===== src/rtl/cover_pkg.sv =====
// cover_pkg
//   Shared definitions for toggle-coverage producers.
//   COVER_TOTAL : size of the global cover space
//   IDX_W       : width of an emitted cover index
//   cover_idx_t : absolute cover index type
//   popcount()  : number of set bits in a vector of up to POP_MAX bits
package cover_pkg;

  localparam int COVER_TOTAL = 38253;
  localparam int IDX_W       = 64;
  localparam int POP_MAX     = 1024;
  localparam int POP_W       = 11;

  typedef logic [IDX_W-1:0] cover_idx_t;

  // Count set bits. Narrower vectors are zero-extended by the caller.
  function automatic logic [POP_W-1:0] popcount(input logic [POP_MAX-1:0] vec);
    logic [POP_W-1:0] cnt;
    cnt = {POP_W{1'b0}};
    for (int i = 0; i < POP_MAX; i++) begin
      cnt = cnt + {{(POP_W-1){1'b0}}, vec[i]};
    end
    return cnt;
  endfunction

endpackage


===== src/rtl/cover_prio_enc.sv =====
// cover_prio_enc
//   Combinational lowest-set-bit encoder.
//   req    in  WIDTH  request vector
//   any    out 1      at least one request bit set
//   idx    out BIT_W  index of the lowest set bit (0 when none)
//   onehot out WIDTH  isolated lowest set bit (0 when none)
module cover_prio_enc #(
  parameter int WIDTH = 66,
  parameter int BIT_W = (WIDTH > 1) ? $clog2(WIDTH) : 1
) (
  input  logic [WIDTH-1:0] req,
  output logic             any,
  output logic [BIT_W-1:0] idx,
  output logic [WIDTH-1:0] onehot
);

  // Isolate the lowest set bit with the two's-complement trick, then encode it.
  always_comb begin
    any    = |req;
    onehot = req & (~req + WIDTH'(1'b1));
    idx    = {BIT_W{1'b0}};
    for (int i = 0; i < WIDTH; i++) begin
      idx = idx | (onehot[i] ? BIT_W'(i) : {BIT_W{1'b0}});
    end
  end

endmodule


===== src/rtl/toggle_cover_serializer_chk.sv =====
// toggle_cover_serializer_chk
//   Simulation-only protocol checker for the cover event stream.
//   gbl_clk, reset            : clock and synchronous active-low reset
//   out_valid, out_ready      : stream handshake
//   out_index                 : stream payload
module toggle_cover_serializer_chk
  import cover_pkg::*;
(
  input logic       gbl_clk,
  input logic       reset,
  input logic       out_valid,
  input logic       out_ready,
  input cover_idx_t out_index
);

  // A stalled event must stay presented, unchanged, until accepted.
  hold_stable_a: assert property (
    @(posedge gbl_clk) disable iff (!reset)
    (out_valid && !out_ready) |=> (out_valid && $stable(out_index))
  );

endmodule


===== src/rtl/toggle_cover_serializer.sv =====
// toggle_cover_serializer
//   Records the first hit of each toggle point in a sticky bitmap and streams
//   each newly hit point once per arm period as an absolute cover index.
//   gbl_clk    in   1        clock
//   reset      in   1        synchronous, active-low reset
//   valid      in   WIDTH    per-bit toggle-hit strobe
//   rearm      in   1        pulse: forget all hits, re-enable reporting
//   out_valid  out  1        out_index holds an unsent event
//   out_ready  in   1        sink accepts the event this cycle
//   out_index  out  IDX_W    COVER_INDEX + bit
//   hit_count  out  CNT_W    distinct bits hit since reset/rearm
//   all_hit    out  1        hit_count == WIDTH
module toggle_cover_serializer
  import cover_pkg::*;
#(
  parameter int          WIDTH       = 66,
  parameter int unsigned COVER_INDEX = 0
) (
  input  logic                         gbl_clk,
  input  logic                         reset,
  input  logic [WIDTH-1:0]             valid,
  input  logic                         rearm,
  output logic                         out_valid,
  input  logic                         out_ready,
  output cover_idx_t                   out_index,
  output logic [$clog2(WIDTH+1)-1:0]   hit_count,
  output logic                         all_hit
);

  localparam int CNT_W = $clog2(WIDTH + 1);
  localparam int BIT_W = (WIDTH > 1) ? $clog2(WIDTH) : 1;

  if (WIDTH < 1) begin : g_width_chk
    $fatal(1, "toggle_cover_serializer: WIDTH must be >= 1");
  end
  if (longint'(COVER_INDEX) + longint'(WIDTH) > longint'(COVER_TOTAL)) begin : g_range_chk
    $fatal(1, "toggle_cover_serializer: COVER_INDEX + WIDTH exceeds COVER_TOTAL");
  end

  logic [WIDTH-1:0] seen_r;
  logic [WIDTH-1:0] pending_r;
  logic [WIDTH-1:0] new_s;
  logic [WIDTH-1:0] grant_s;
  logic [WIDTH-1:0] onehot_s;
  logic [BIT_W-1:0] enc_idx_s;
  logic             any_s;
  logic             slot_free_s;
  logic             fire_s;
  logic [CNT_W-1:0] hit_next_s;

  cover_prio_enc #(
    .WIDTH (WIDTH),
    .BIT_W (BIT_W)
  ) u_prio_enc (
    .req    (pending_r),
    .any    (any_s),
    .idx    (enc_idx_s),
    .onehot (onehot_s)
  );

  // New hits, grant decision and next hit count. Granting is suppressed
  // during rearm so nothing from the forgotten pending set escapes.
  always_comb begin
    new_s       = valid & ~seen_r;
    slot_free_s = !out_valid || out_ready;
    fire_s      = any_s && slot_free_s && !rearm;
    grant_s     = fire_s ? onehot_s : {WIDTH{1'b0}};
    hit_next_s  = hit_count + CNT_W'(popcount(POP_MAX'(new_s)));
  end

  // Hit tracking: sticky seen map, pending queue and counters.
  always_ff @(posedge gbl_clk) begin
    if (!reset) begin
      seen_r    <= {WIDTH{1'b0}};
      pending_r <= {WIDTH{1'b0}};
      hit_count <= {CNT_W{1'b0}};
      all_hit   <= 1'b0;
    end else if (rearm) begin
      seen_r    <= {WIDTH{1'b0}};
      pending_r <= {WIDTH{1'b0}};
      hit_count <= {CNT_W{1'b0}};
      all_hit   <= 1'b0;
    end else begin
      seen_r    <= seen_r | new_s;
      pending_r <= (pending_r | new_s) & ~grant_s;
      hit_count <= hit_next_s;
      all_hit   <= (hit_next_s == CNT_W'(WIDTH));
    end
  end

  // Output register: load on grant, drop when drained, hold while stalled.
  // Rearm does not touch it so an in-flight event completes its handshake.
  always_ff @(posedge gbl_clk) begin
    if (!reset) begin
      out_valid <= 1'b0;
      out_index <= {IDX_W{1'b0}};
    end else if (fire_s) begin
      out_valid <= 1'b1;
      out_index <= cover_idx_t'(COVER_INDEX) + cover_idx_t'(enc_idx_s);
    end else if (slot_free_s) begin
      out_valid <= 1'b0;
    end else begin
      out_valid <= out_valid;
    end
  end

`ifndef SYNTHESIS
  toggle_cover_serializer_chk u_chk (
    .gbl_clk   (gbl_clk),
    .reset     (reset),
    .out_valid (out_valid),
    .out_ready (out_ready),
    .out_index (out_index)
  );
`endif

endmodule


===== config.mk =====
export PLATFORM = sky130hd
export DESIGN_NAME = toggle_cover_serializer
export DESIGN_NICKNAME = d
export VERILOG_FILES = /design/src/rtl/cover_pkg.sv /design/src/rtl/cover_prio_enc.sv /design/src/rtl/toggle_cover_serializer_chk.sv /design/src/rtl/toggle_cover_serializer.sv
export SDC_FILE = /design/constraint.sdc
export NUM_CORES = 1
export LEC_CHECK = 0
export CORE_MARGIN = 2
export CORE_UTILIZATION = 30
export CTS_BUF_LIST = sky130_fd_sc_hd__clkbuf_4 sky130_fd_sc_hd__clkbuf_8
export DETAILED_ROUTE_END_ITERATION = 7
export PLACE_DENSITY = 0.52
export RECOVER_POWER = 50
export SYNTH_ARGS = -nofsm -noshare
export SYNTH_HDL_FRONTEND = slang
export SYNTH_SLANG_ARGS = --single-unit

===== constraint.sdc =====
create_clock -name gbl_clk -period 13 [get_ports gbl_clk]
set_input_delay 1.95 -clock gbl_clk [delete_from_list [all_inputs] [get_ports gbl_clk]]
set_output_delay 1.95 -clock gbl_clk [all_outputs]
set_load 0.005 [all_outputs]

# Word level (Yosys, flattened, before mapping)
# Cells that the tools add are included.
[totals]
mem_count = 0
rom_bits = 0
latch_bits = 0
register_bits = 148
mem_bits_rw = 0
[classes]
n_eq_ne = 1
reduce_logical = 8
div_mod_pow = 0
n_shift = 0
n_lt_le_gt_ge = 0
n_mul = 0
add_sub_neg = 67
muxes = 68
n_bitwise = 73
[ops]
columns = ["operator", "count"]
rows = [
  ["7-bit OR", 64],
  ["7-bit by 1-bit adder with 7-bit output", 59],
  ["66-bit bitwise AND", 3],
  ["66-bit NOT", 3],
  ["6-bit two-way mux", 32],
  ["66-bit OR", 2],
  ["5-bit two-way mux", 16],
  ["66-bit by 1-bit adder with 66-bit output, second input constant", 1],
  ["66-bit two-way mux", 1],
  ["66-bit OR reduction", 1],
  ["4-bit two-way mux", 8],
  ["7-bit two-way mux", 2],
  ["3-bit two-way mux", 4],
  ["6-bit by 1-bit adder with 7-bit output", 1],
  ["7-bit adder", 1],
  ["7-bit == test, second input constant", 1],
  ["5-bit by 1-bit adder with 6-bit output", 1],
  ["4-bit by 1-bit adder with 5-bit output", 1],
  ["3-bit by 1-bit adder with 4-bit output", 1],
  ["2-bit two-way mux", 2],
  ["2-bit by 1-bit adder with 3-bit output", 1],
  ["1-bit two-way mux", 3],
  ["1-bit by 1-bit adder with 2-bit output", 1],
  ["1-bit logical AND", 2],
  ["5 further kinds", 6],
]

# Depth between registers and ports, before layout
[logic_depth]
ltp_word = 69
mapped_depth = 24

# Cells and area by module
# From an unflattened synthesis, not the netlist that was laid out.
[hier_totals]
hier_cells = 1015
area_unflattened_um2 = 8942.3
[by_module_without_submodules]
columns = ["module", "cells_per_inst", "n_inst", "area_per_inst_um2"]
rows = [
  ["toggle_cover_serializer", 747, 1, 7213.2],
  ["cover_prio_enc", 268, 1, 1729.2],
]

# Worst setup path after synthesis
# No wires, ideal clock.
[synth_path]
kind = "in2reg"
start = "in valid[52]"
end = "reg all_hit"
setup_slack_ns = 4.688
path_stages = 24
t_arrival_ns = 8.196
t_required_ns = 12.884
cell_sequence = "nor2b_1 fa_1 inv_1 fa_1 inv_1 fa_1 inv_1 fa_1 inv_1 fa_1 inv_1 fa_1 fa_1 fa_1 inv_1 fa_1 fa_1 a21o_1 a21oi_1 o21bai_1 a21oi_1 xnor2_1 nor2_1 and4_1"
[synth_between]
elab_chain_len = 17
[synth_lines]
columns = ["item", "line", "source"]
rows = [
  ["start: declaration", "toggle_cover_serializer.sv:21", "input logic [WIDTH-1:0] valid,"],
  ["66-bit bitwise AND", "toggle_cover_serializer.sv:64", "new_s = valid & ~seen_r;"],
  ["7-bit by 1-bit adder with 7-bit output (14 in series)", "cover_pkg.sv:21", "cnt = cnt + {{(POP_W-1){1'b0}}, vec[i]};"],
  ["7-bit adder", "toggle_cover_serializer.sv:68", "hit_next_s = hit_count + CNT_W'(popcount(POP_MAX'(new_s)));"],
  ["7-bit == test", "toggle_cover_serializer.sv:87", "all_hit <= (hit_next_s == CNT_W'(WIDTH));"],
  ["end signal: assignment", "toggle_cover_serializer.sv:87", ""],
  ["end: declaration", "toggle_cover_serializer.sv:27", "output logic all_hit"],
]
# No other way between the ends.
# A chain may end at the register's enable or synchronous reset.

# Worst setup path in the final report
# Same ends and word-level chain as after synthesis.

==> qor.yml <==
layout:
  final_cell_mix: "nor2_1 (203), dfxtp_1 (148), inv_1 (74)"
  layout_commonest_cell: "nor2_1"
  synthToLayoutAreaGrowth_pct: 16.0
  fin_nets: 1248
  final_cells: 1495
  design_area_um2: 10100
  drive_gt1_share_pct: 4.68
  diodes: 0
global_routing:
  grt_max_degree: 79
  grt_pass1_wl_mm: 39.0
  antenna_found_initial: 0
  gr-usage-all-layers_pct: 16.7
  grt_pass1_vias: 6787
  grt_overflow: 0
worst_hold_path:
  holdPathStages: 2
  min_from: "seen_r[19]"
  hold_path_class: "flop to flop"
  hold_end: "seen_r[19]"
yosys:
  yosys_warnings: 0
  ys_async_sr_fraction_pct: 0
  syn_area_um2: 8720
  syn_inst: 1017
  synth_edf_count: 0
  avgSynthCellArea_um2: 8.57
  yosysSeqAreaShare_pct: 34.0
  synthFlopType: "dfxtp_1"
  yosysUniqueCellTypes: 68
  ys_ff_latch: 148
pwr:
  p_leak_uw: 0.00418
  power_uw: 3050
  share_clk_of_total_power_pct: 11.8
  seq_power_share_pct: 17.0
  power_frac_comb_pct: 71.3
  p_switching_uw: 1390
  powerDensity_nw_per_um2: 301
  switching_share_pct: 45.5
  power.internal_uw: 1660
  vdd_drop_max_v: 0.000557
detailed_routing:
  drcViolationCount: 0
  drt-initial-drc-count: 577
  drt_wl_total_mm: 24.9
  detail_route.first_pass.iterations: 6
  vias_per_cell: 4.86
  vias: 7261
  post_drt_wl_per_cell_um: 16.7
  ant_nets: 0
floorplanning:
  initial_core_util_pct: 30.5
  die_h_um: 174
  io_pins: 143
  dieArea_um2: 30400
  fp-row-count: 62
  die_width_um: 174
  core_um2: 28600
status:
  failed_checks: "max-capacitance violations, max-slew violations"
  status: "finished with violations"
sta:
  rsz0062_at_grt: "false"
  max_slew_margin_pct: -148
  finalSetupViolations: 0
  period_needed_ps: 8740
  tns_ps: 0
  clock.fmax_ghz: 0.114
  timing.final.crit_share_pct: 67.2
  finalMaxSlewViolations: 79
  hold_viol: 0
  worst_slew_pin_slew_ps: 3710
  fin_skew_ps: 14.0
setup_path:
  arrival_ps: 9100
  cp_num_buf_inv: 7
  cpPeakStageDelay_ps: 550
  cp_top_family: "adder cells"
  crit_path_start_kind: "input port"
  crit_path_end_kind: "flop"
  crit_top_cell: "fa_1"
  ff2ff_setup_slack_ps: 5920
  reg2reg_from: "seen_r[52]"
  r2r_cells: 24
  r2r_end: "all_hit"
  critPathKind: "input port to flop"
  cp_slowest_cell: "fa_1"
  path_max_fanout: 2
  crit_required_ps: 13360
placed_design:
  hpwl_mm: 19.8
  place_congestion: 0.921
  dpl_cell_area_um2: 9770
  io_buffer_count: 85
  dp_cells: 1463
clocking:
  path_clk_slew_ps: 90
  cts_tree: "done"
  hold_buffers: 0
  clockBufferDepth: 2
  ctsResizeCount: 0
  cts_buffers: 17
  clock_tree.root_cell: "clkbuf_8"
  clkLatencyLatePin_ps: 470
  cts_setup_buffers: 0
  h-tree-depth: 4
  clock-sinks: 148
run:
  cap_viol_max_count: 1
area by class of cell:
type / instances / area, um^2
Clock inverter: 14 / 136
Fill cell: 3003 / 18500
Sequential cell: 148 / 2960
Inverter: 74 / 278
Multi-Input combinational cell: 767 / 5130
Tap cell: 384 / 480
Timing Repair Buffer: 90 / 877
Clock buffer: 18 / 248
registers in the layout, summed over array words and instances, names as in the netlist:
register	count
pending_r	66
seen_r	66
hit_count	7
out_index	7
all_hit	1
out_valid	1
per-layer routing:
| metal | track usage [%] | part of all wire, % |
|---|---|---|
| met1 | 24.2 | 48 |
| met2 | 25.0 | 44 |
| met3 | 2.91 | 5.9 |
| met4 | 5.67 | 2.4 |
| met5 | 0 | 0 |
cells by family (layout without fill, tap and decap cells):
family	after synthesis	in the layout	share of synthesized area [%]
adder cells (fa/ha/maj)	80	80	16.5
AND/OR/NAND/NOR	473	473	27.9
buffers and inverters	158	196	9.44
AO/OA/AOI/OAI	149	149	11.4
other	1	57	0.0430
flip-flops	148	148	34.0
XOR/XNOR	8	8	0.804
worst max-delay path by stage:
stage	start	to	cells past startpoint
finish	valid[52]	all_hit	25
detailed placement	valid[52]	all_hit	25
global route	valid[52]	all_hit	25
CTS	valid[52]	all_hit	25
global placement	valid[52]	all_hit	25
floorplan	valid[52]	all_hit	24
synth_stat cells, drive strengths merged, types with 3 or more instances:
| cell | count | area [um^2] |
|---|---|---|
| nor2b | 49 | 307 |
| o21ai | 41 | 205 |
| nand3 | 17 | 85.1 |
| nor3 | 40 | 226 |
| and3 | 5 | 31.3 |
| o21bai | 3 | 22.5 |
| a21oi | 19 | 95.1 |
| dfxtp | 148 | 2960 |
| clkbuf | 19 | 71.3 |
| xor2 | 3 | 26.3 |
| a211oi | 20 | 150 |
| nor2 | 203 | 762 |
| or3 | 10 | 62.6 |
| and2 | 3 | 18.8 |
| nor4b | 4 | 35.0 |
| nand2 | 25 | 96.4 |
| o31ai | 3 | 22.5 |
| and4b | 4 | 40.0 |
| buf | 65 | 474 |
| nor4 | 27 | 175 |
| xnor2 | 5 | 43.8 |
| o221a | 4 | 45.0 |
| nand2b | 40 | 250 |
| nand4 | 21 | 131 |
| a221oi | 5 | 43.8 |
| and4 | 4 | 35.0 |
| fa | 58 | 1160 |
| a311oi | 8 | 70.1 |
| a31oi | 26 | 163 |
| or2 | 4 | 27.5 |
| or4 | 6 | 52.6 |
| inv | 74 | 278 |
| ha | 22 | 275 |
worst register-to-register path, cell delays in order (launching register included):
cell and delay (ps):
dfxtp_1 340, nor2b_1 70, fa_1 540, inv_1 60
fa_1 540, inv_1 100, fa_1 540, inv_1 50
fa_1 500, inv_1 60, fa_1 490, inv_1 50
fa_1 460, fa_1 520, fa_1 550, inv_1 50
fa_1 460, fa_1 420, a21o_1 180, a21oi_1 210
o21bai_1 90, a21oi_1 180, xnor2_1 130, nor2_1 60
and4_1 360
power by group through the flow:
| stage | logic, uW | clock network (uW) | registers [uW] |
|---|---|---|---|
| 3_3_place_gp | 2180 | 0 | 527 |
| 4_1_cts | 2230 | 372 | 516 |
| 2_1_floorplan | 1780 | 0 | 520 |
| 5_1_grt | 2500 | 390 | 522 |
| 6_report | 2170 | 359 | 517 |
| 3_5_place_dp | 2200 | 0 | 527 |
through the flow:
stage               utilization (%)  setup WS (ps)  hold WS, ps
floorplan                         -           4690          426
global placement               34.1           3920          436
detailed placement             34.1           3850          444
CTS                            35.5           4360          466
global route                   35.3           3950          480
finish                         35.3           4260          461
Note: power is estimated with default switching activity, not from simulation.
